### src/rtl/mult_booth.sv
// -----------------------------------------------------------------------------
// mult_booth -- multicycle signed WIDTH x WIDTH radix-2 Booth multiplier used
// for the MIPS `mult` instruction. It takes operands from RegA/RegB and
// delivers the 2*WIDTH-bit product to the HI/LO registers, with a start/done
// handshake toward the control FSM.
//
// Ports
//   clk       in   1      system clock, rising edge
//   reset     in   1      asynchronous, active-low reset
//   MultCtrl  in   1      start request, sampled only while idle
//   A_in      in   WIDTH  multiplicand (two's complement)
//   B_in      in   WIDTH  multiplier (two's complement)
//   HI_out    out  WIDTH  upper half of product (registered)
//   LO_out    out  WIDTH  lower half of product (registered)
//   MultBusy  out  1      high whenever the FSM is not idle
//   MultDone  out  1      one-cycle pulse when HI_out/LO_out are updated
//
// Timing: the start edge loads the operands, WIDTH edges perform one Booth
// step each, and the following edge publishes the product and pulses
// MultDone. The FSM is idle again during the MultDone cycle, so a new start
// can be accepted with no dead cycle.
// -----------------------------------------------------------------------------
module mult_booth #(
    parameter int WIDTH = 32
) (
    input  logic             clk,
    input  logic             reset,
    input  logic             MultCtrl,
    input  logic [WIDTH-1:0] A_in,
    input  logic [WIDTH-1:0] B_in,
    output logic [WIDTH-1:0] HI_out,
    output logic [WIDTH-1:0] LO_out,
    output logic             MultBusy,
    output logic             MultDone
);

    typedef enum logic [1:0] {
        ST_IDLE = 2'd0,
        ST_RUN  = 2'd1,
        ST_DONE = 2'd2
    } state_t;

    localparam logic [5:0] LAST_STEP = 6'(WIDTH - 1);

    state_t           state_r;
    // Accumulator and multiplicand carry one extra sign bit so that
    // subtracting the most negative multiplicand cannot overflow.
    logic [WIDTH:0]   acc_r;
    logic [WIDTH:0]   m_r;
    logic [WIDTH-1:0] q_r;
    logic             q_1_r;
    logic [5:0]       cnt_r;
    logic [WIDTH-1:0] hi_r;
    logic [WIDTH-1:0] lo_r;
    logic             busy_r;
    logic             done_r;
    logic [WIDTH:0]   sum_s;

    // Booth recoding of the bit pair {Q[0], Q_1}: add, subtract or pass.
    function automatic logic [WIDTH:0] booth_sum(
        input logic [WIDTH:0] acc,
        input logic [WIDTH:0] m,
        input logic [1:0]     pair
    );
        case (pair)
            2'b01:   return acc + m;
            2'b10:   return acc - m;
            default: return acc;
        endcase
    endfunction

    // Partial sum for the current Booth step, before the arithmetic shift.
    always_comb begin
        sum_s = booth_sum(acc_r, m_r, {q_r[0], q_1_r});
    end

    // Control FSM, datapath registers and registered handshake/result outputs.
    always_ff @(posedge clk or negedge reset) begin
        if (!reset) begin
            state_r <= ST_IDLE;
            acc_r   <= {(WIDTH+1){1'b0}};
            m_r     <= {(WIDTH+1){1'b0}};
            q_r     <= {WIDTH{1'b0}};
            q_1_r   <= 1'b0;
            cnt_r   <= 6'd0;
            hi_r    <= {WIDTH{1'b0}};
            lo_r    <= {WIDTH{1'b0}};
            busy_r  <= 1'b0;
            done_r  <= 1'b0;
        end else begin
            case (state_r)
                ST_IDLE: begin
                    done_r <= 1'b0;
                    if (MultCtrl) begin
                        m_r     <= {A_in[WIDTH-1], A_in};
                        acc_r   <= {(WIDTH+1){1'b0}};
                        q_r     <= B_in;
                        q_1_r   <= 1'b0;
                        cnt_r   <= 6'd0;
                        busy_r  <= 1'b1;
                        state_r <= ST_RUN;
                    end else begin
                        busy_r  <= 1'b0;
                        state_r <= ST_IDLE;
                    end
                end
                ST_RUN: begin
                    // Arithmetic shift right of {Acc, Q, Q_1} by one.
                    acc_r  <= {sum_s[WIDTH], sum_s[WIDTH:1]};
                    q_r    <= {sum_s[0], q_r[WIDTH-1:1]};
                    q_1_r  <= q_r[0];
                    cnt_r  <= cnt_r + 6'd1;
                    busy_r <= 1'b1;
                    done_r <= 1'b0;
                    if (cnt_r == LAST_STEP) begin
                        state_r <= ST_DONE;
                    end else begin
                        state_r <= ST_RUN;
                    end
                end
                ST_DONE: begin
                    hi_r    <= acc_r[WIDTH-1:0];
                    lo_r    <= q_r;
                    done_r  <= 1'b1;
                    busy_r  <= 1'b0;
                    state_r <= ST_IDLE;
                end
                default: begin
                    busy_r  <= 1'b0;
                    done_r  <= 1'b0;
                    state_r <= ST_IDLE;
                end
            endcase
        end
    end

    assign HI_out   = hi_r;
    assign LO_out   = lo_r;
    assign MultBusy = busy_r;
    assign MultDone = done_r;

endmodule

### config.mk
export PLATFORM = sky130hd
export DESIGN_NAME = mult_booth
export DESIGN_NICKNAME = d
export VERILOG_FILES = /design/src/rtl/mult_booth.sv
export SDC_FILE = /design/constraint.sdc
export NUM_CORES = 1
export LEC_CHECK = 0
export CORE_ASPECT_RATIO = 0.8
export CORE_MARGIN = 2
export CORE_UTILIZATION = 60
export DETAILED_ROUTE_END_ITERATION = 6
export GPL_ROUTABILITY_DRIVEN = 0
export PLACE_DENSITY_LB_ADDON = 0.3
export SYNTH_ARGS = -nofsm -noshare
export SYNTH_HDL_FRONTEND = slang
export SYNTH_SLANG_ARGS = --single-unit
### constraint.sdc
create_clock -name clk -period 11.2 [get_ports clk]
set_input_delay 2.24 -clock clk [delete_from_list [all_inputs] [get_ports clk]]
set_output_delay 2.24 -clock clk [all_outputs]
set_load 0.01 [all_outputs]
==> results of run 1 <==
-- critical path: cells and delay by family, from the launching register on --
kind | cells | cell delay, ps
AOI/OAI and AO/OA | 5 | 1280
xor gates and xnor gates | 2 | 410
adders and majority gates | 1 | 370
DFF | 1 | 450
and+or+nand+nor | 8 | 2050
-- synthesized netlist by cell type, types with 2 or more instances --
cell / instances
dfrtp_1: 171
nand2_1: 90
mux2_2: 89
o21ai_0: 88
a21oi_1: 68
nor2_1: 63
clkbuf_1: 50
xnor2_1: 48
ha_1: 35
a22oi_1: 32
nor3_1: 18
a21o_1: 17
inv_1: 15
a31oi_1: 11
mux2i_1: 9
nand2b_1: 9
o22ai_1: 8
xor2_1: 8
nand3_1: 7
o21a_1: 7
o21bai_1: 7
or3_1: 7
a211oi_1: 6
and3_1: 6
nand4_1: 6
nor2b_1: 6
nor4_1: 6
o211ai_1: 6
o31ai_1: 6
a221oi_1: 4
buf_1: 4
and2_1: 3
nand3b_1: 3
or2_2: 3
a2111oi_0: 2
a2bb2o_1: 2
o31a_1: 2
o32ai_1: 2
or3_2: 2
or4_4: 2
-- worst max-delay path by stage --
stage	from	to	slack (ps)	cells past startpoint
floorplan	m_r[3]	acc_r[30]	7250	15
global placement	MultCtrl	acc_r[16]	6790	8
detailed placement	m_r[12]	acc_r[30]	6580	16
CTS	m_r[12]	acc_r[30]	6560	16
global route	m_r[3]	acc_r[30]	6140	14
finish	m_r[12]	acc_r[30]	6500	16
-- layer usage --
metal / part of all wire / GRT usage / vias up
li1: - / - / 3643
met3: 0.087 / 0.0775 / 29
met4: 0.015 / 0.0835 / 0
met5: 0 / 0 / -
met2: 0.44 / 0.434 / 371
met1: 0.46 / 0.439 / 3853
-- cells in the final DEF (no fill, tap or decap), types with 9 or more instances in the layout --
cell / n
dfrtp_1: 171
clkdlybuf4s50_1: 131
nand2_1: 90
mux2_2: 89
o21ai_0: 88
a21oi_1: 68
nor2_1: 62
xnor2_1: 48
ha_1: 35
a22oi_1: 32
nor3_1: 18
a21o_1: 17
clkbuf_16: 17
inv_1: 15
a31oi_1: 11
mux2i_1: 9
buf_4: 9
-- power by group --
part           switching (W)  internal, W  leakage (nW)
Sequential          0.000251     0.000847          2.10
Clock               0.000288     0.000301         0.291
Combinational        0.00144      0.00111          2.43
-- per-stage QoR --
stage | cells | hold WS, ps | setup slack [ps] | power, W
after CTS | 1274 | 507 | 6560 | 0.00417
after detailed placement | 1242 | 476 | 6580 | 0.00355
after global routing | 1274 | 519 | 6140 | 0.00457
final | 1274 | 503 | 6500 | 0.00423
after floorplan | 945 | 448 | 7250 | 0.00294
after global placement | 1242 | 472 | 6790 | 0.00348
-- kinds of logic (layout without fill, tap and decap cells) --
family,Yosys count,in the layout
AO/OA/AOI/OAI,275,275
XOR/XNOR,56,56
adder cells (fa/ha/maj),36,36
buffers and inverters,70,189
flip-flops,171,171
multiplexers,99,99
AND/OR/NAND/NOR,238,238
-- flip-flops by register name (all words and copies together) (netlist names), 2 cells and up --
name and flops:
HI_out 32, q_r 32, LO_out 32, acc_r 32, state_r 2, m_r 32, cnt_r 6
-- area by class of cell --
cell class,instances,area [um^2],share of cell area
multi-input combinational,704,4900,0.427
sequential,171,4280,0.373
timing repair buffer,141,1390,0.121
clock buffer,17,425,0.0370
tap,210,263,0.0229
clock inverter,15,169,0.0147
inverter,16,60.1,0.00523
==> results by group, run 1 <==
Worst setup path
  – R2r setup slk: 6500 ps
  – Worst Path Arrival: 4990 ps
  – CP startpoint kind: register
  – WS Path Type: register to register
  – Critical-path cell list: or4_4 > nor3_4 > nand2b_1 > or2_2 > nor4_1 > and2_1 > nor2_1 > xnor2_1 > ha_1 > a21o_1 > a21oi_1 > nand2b_1 > a2111oi_0 > o31ai_1 > xnor2_1 > o22ai_1
  – Slowest CP cell: a2111oi_0
  – Crit Reg-Reg Startpoint: m_r[12]
  – Cells on worst reg2reg path: 16
  – Critical-path maximum fanout: 8
  – Max incr delay on CP: 590 ps
  – Critical path endpoint category: register
  – FF-to-FF End: acc_r[30]
  – Worst path required time: 11490 ps

CTS
  – Post-CTS Setup Inserts: 0
  – Resize count post-CTS: 0
  – Clock latency on the worst-skew pair: roughly 440 ps
  – Max Root-Sink Buffers: 2
  – CTS Hold Bufs: 0
  – Reg clk slew, reported paths: 80 ps
  – TritonCTS clock tree: yes
  – CTS H-tree lvls: 4
  – CTS Buf Count: 17
  – CTS sink cnt: around 170
  – Root Buffer: clkbuf_16

Timing
  – Peak Freq: 213 MHz
  – RSZ-0062 raised after global routing: false
  – Final Hold Vio Count: 0
  – Layout Skew: 11.3 ps
  – Minimum clock period after layout: roughly 4700 ps
  – Relative slew slack: 0.329
  – Fin Setup TNS: 0 ps
  – Max-slew violation count: 0
  – Period Utilization, post-route: 0.420
  – Worst-margin pin slew: 1000 ps
  – Final Setup Violations: 0

Synth
  – Ys async rst share: 1.00
  – Cells after Synth: 945
  – Main combinational cell family by area after synthesis: compound AO/OA/AOI/OAI gates
  – Yosys warning total: 0
  – Mux contribution to synthesized area: 0.119
  – Synth Area in Compound Gates: 0.180
  – Largest cells by area after synthesis: dfrtp_1, mux2_2, o21ai_0, ha_1, xnor2_1
  – XOR/XNOR share of the synthesized area: 0.0520
  – Yosys top cell by area: dfrtp_1
  – Syn avg cell area: approximately 10 um^2
  – Post-synth EDFFs: 0
  – Flops & latches, synth: 171
  – Yosys top cell area share: 0.454
  – Sequential area share after synthesis: 0.454
  – Synth Cell Area: 9430 um^2
  – Synth cell types: 57
  – Post-Syn Nets: 1048
  – Post-synthesis simple-gate area fraction: 0.119
  – Top FF cell, synth: dfrtp_1
  – Synth Area in Adders: 0.0486

Global routing
  – First-pass GRT wire length: 38.6 mm
  – Largest net degree at the start of global routing: 103
  – Antenna violations before repair: 0
  – Vias in the first global route: 7524
  – GR Overflow Total: 0
  – GRT Util Overall: 0.296

Detailed routing
  – Vias per cell: 6.20
  – # DRC: 0
  – Via count: 7896
  – WL/cell: about 18 um
  – Drt total wl: 23.3 mm
  – Drt pass-1 iters: 5
  – Post-DRT Antenna Nets: 0
  – DRT iter0 DRCs: 741

Floorplan
  – Starting density of the core: 0.620
  – # IOs: between 100 and 150
  – Die area: about 17000 um^2
  – Core Rows: 40
  – Area of the core: 15200 um^2
  – Die Y: 116 um
  – Die W: 144 um

Power and ir drop
  – PD cells: 368 nW/um^2
  – Static Leakage: 4.82 nW
  – Worst VDD drop: 0.000197 V

Placement
  – HPWL Detailed: 16.1 mm
  – Area post-placement: 10900 um^2
  – PortBufs: roughly 130

Cells and area
  – Post-layout instance area: 11500 um^2
  – # fillers: 1072
  – Final nets: between 1000 and 1500
  – Share of cells above drive strength 1: 0.139
  – Area Growth Syn to Fin: 21.8%
  – Inserted Diodes: 0
  – Core Util, Final: 0.755

Status
  – Status: completed

Run
  – Max-cap violation count: 0

Hold path
  – Hold path cells: 2
  – Hold/Removal Path Class: register to register
  – Hold Path Sink: q_r[27]
  – HP Start: q_r[27]
Note: power is estimated with default switching activity, not from simulation.
==> run 2: changes to the inputs <==
CORE_UTILIZATION = 50   (was 60)
clock period = 3.8 ns   (was 11.2 ns; I/O delays follow)
==> run 2 against run 1 <==
  * The run now ends with negative setup slack left
  * Routed wire length up 12%
  * First-iteration DRC count grew 8.0%
  * Final area grew 12%
  * Non-clock buffer count up 95
  * Clock skew shrank 1.0 ps
  * Utilization decreased by 5.3 points
  * Sequential share of layout area fell by 4.0 points
  * Worst setup slack got worse by 6700 ps
  * Sequential cell count is the same
  * Global-route usage down 3.8 points
  * Critical endpoint unchanged
  * Highest routed layer unchanged
==> results by group, run 2 (synthesis gave the netlist of run 1 again) <==
Floorplan
  – Starting density of the core: 0.514 (-0.105)
  – Area of the core: 18300 um^2 (+20%)
  – Core Rows: 44 (+10%)
  – Die Y: 127 um (+9.2%)
  – # IOs: 133 (unchanged)
  – Die W: 158 um (+9.3%)
  – Die area: 20000 um^2 (+19%)

Cells and area
  – Commonest non-fill, non-tap cell in the layout: dfrtp_1
  – Non-filler cells, final: 1412 (+11%)
  – Inserted Diodes: 0 (unchanged)
  – Core Util, Final: 0.702 (-0.0528)
  – Final nets: 1249 (+8.2%)
  – Most frequent cells in the layout: dfrtp_1, clkdlybuf4s50_1, buf_4
  – Area Growth Syn to Fin: 36.5%
  – Share of cells above drive strength 1: 0.278 (+0.139)

Worst setup path
  – Crit Reg-Reg Startpoint: m_r[9]
  – R2r setup slk: -200 ps (-6700 ps)
  – WS Path Type: register to register
  – FF-to-FF End: acc_r[30]
  – Worst Path Arrival: 4290 ps (-700 ps)
  – Max incr delay on CP: 570 ps (-20 ps)
  – Critical-path cell list: or4_4 > nor3_4 > nand2b_1 > or2_4 > nor4_4 > buf_4 > a21oi_2 > xnor2_2 > ha_4 > buf_4 > nand2_2 > nor3_2 > buf_4 > buf_4 > a2111oi_4 > o31ai_2 > xnor2_1 > o22ai_1
  – CP dominant cell by count: buf_4
  – Worst path required time: 4090 ps (-7400 ps)
  – Critical path endpoint category: register
  – WP buf/inv: 4 (+4)
  – Kind of cell adding the most delay to the critical path: simple AND/OR/NAND/NOR gates
  – Critical-path maximum fanout: 3 (-5)
  – Slowest CP cell: or4_4
  – WP depth: 18 (+2)
  – CP startpoint kind: register
  – Cells on worst reg2reg path: 18 (+2)
  – Setup crit start: m_r[9]
  – Critical Path End: acc_r[30]

Global routing
  – GR Overflow Total: 0 (unchanged)
  – Vias in the first global route: 7915 (+5.2%)
  – First-pass GRT wire length: 40.8 mm (+5.8%)
  – GRT Util Overall: 0.258 (-0.0382)
  – Largest net degree at the start of global routing: 88 (-15%)
  – Antenna violations before repair: 0 (unchanged)

CTS
  – Clock latency on the worst-skew pair: 440 ps (about the same)
  – TritonCTS clock tree: yes
  – CTS H-tree lvls: 4 (unchanged)
  – Max Root-Sink Buffers: 2 (unchanged)
  – CTS sink cnt: 171 (unchanged)
  – Reg clk slew, reported paths: 80 ps (about the same)
  – CTS Hold Bufs: 0 (unchanged)
  – Root Buffer: clkbuf_16
  – CTS Buf Count: 17 (unchanged)

Timing
  – Fin Setup TNS: -952 ps (-952 ps)
  – Layout Skew: 10.3 ps (-1.03 ps)
  – Relative slew slack: 0.330 (+0.000844)
  – Final worst slack: -203 ps (-6700 ps)
  – Final Setup Violations: 9 (+9)
  – RSZ-0062 raised after global routing: true
  – Final Hold Vio Count: 0 (unchanged)
  – Max-slew violation count: 0 (unchanged)
  – Peak Freq: 250 MHz (+17%)
  – Period Utilization, post-route: 1.05 (+0.634)
  – Worst-margin pin slew: 1010 ps (+1.12 ps)
  – Minimum clock period after layout: 4000 ps (-698 ps)

Placement
  – Worst slack at placement: -272 ps (-6850 ps)
  – HPWL Detailed: 17.3 mm (+7.9%)
  – PortBufs: 132 (unchanged)
  – Cells after DPL: 1353 (+8.9%)

Detailed routing
  – Drt pass-1 iters: 5 (unchanged)
  – Via count: 8308 (+5.2%)
  – WL/cell: 18.5 um (+1.2%)
  – Vias per cell: 5.88 (-5.1%)
  – Post-DRT Antenna Nets: 0 (unchanged)
  – # DRC: 0 (unchanged)
  – DRT iter0 DRCs: 800 (+8.0%)
  – Drt total wl: 26.1 mm (+12%)

Status
  – Failing checks: negative setup slack
  – Status: finished, violations left

Hold path
  – Hold/Removal Path Class: input port to asynchronous set/reset pin

Run
  – Max-cap violation count: 0 (unchanged)
[run 2: cell count changes in the layout (fill, tap and decap cells not counted), sizes merged]
| cell | change |
|---|---|
| inv | -2 |
| clkinv | +2 |
| buf | +95 |
[run 2: how the worst min path moves through the flow]
stage / depth (start not counted) / slack (ps) / end
2_1_floorplan: 1 / 450 / state_r[1]
3_3_place_gp: 1 / 470 / state_r[1]
3_5_place_dp: 1 / 470 / state_r[1]
4_1_cts: 1 / 410 / q_r[4]
5_1_grt: 1 / 450 / LO_out[2]
6_report: 1 / 390 / q_r[2]
[run 2: timing repair]
| action | in CTS | in global routing |
|---|---|---|
| pin swaps | 35 | 56 |
| endpoints found under the setup margin | 11 | 16 |
| setup buffers | 14 | 13 |
| gates resized for setup | 48 | 54 |
[run 2: final cells by class]
cell class                      count  area, um^2
Clock inverter                     15         196
Multi-Input combinational cell    704        5440
Sequential cell                   171        4280
Clock buffer                       17         425
Inverter                           16        60.1
Tap cell                          253         317
Timing Repair Buffer              236        2150
Fill cell                        1311        5460
[run 2: routing by layer]
metal,GRT usage,vias up,routed length (um)
met5,0,-,0
met3,0.0714,53,2230
met1,0.380,4040,11900
li1,-,3823,-
met4,0.0722,0,517
met2,0.372,392,11400
[run 2: stage by stage]
stage | area [um^2] | hold slack [ps]
after floorplan | 9470 | 448
after global placement | 11500 | 466
after detailed placement | 11500 | 471
after CTS | 12500 | 412
after global routing | 12900 | 452
final | 12900 | 389
[run 2: worst register-to-register path: cells and delay by family (launching register included)]
family	cells	cell delay, ps
adder cells (fa/ha/maj)	1	260
XOR/XNOR	2	430
AND/OR/NAND/NOR	7	1490
flip-flops	1	390
AO/OA/AOI/OAI	4	700
buffers and inverters	4	610
Power of run 2 is not shown: default switching activity piles up to over one toggle a cycle in this logic, so the estimate is an artifact.
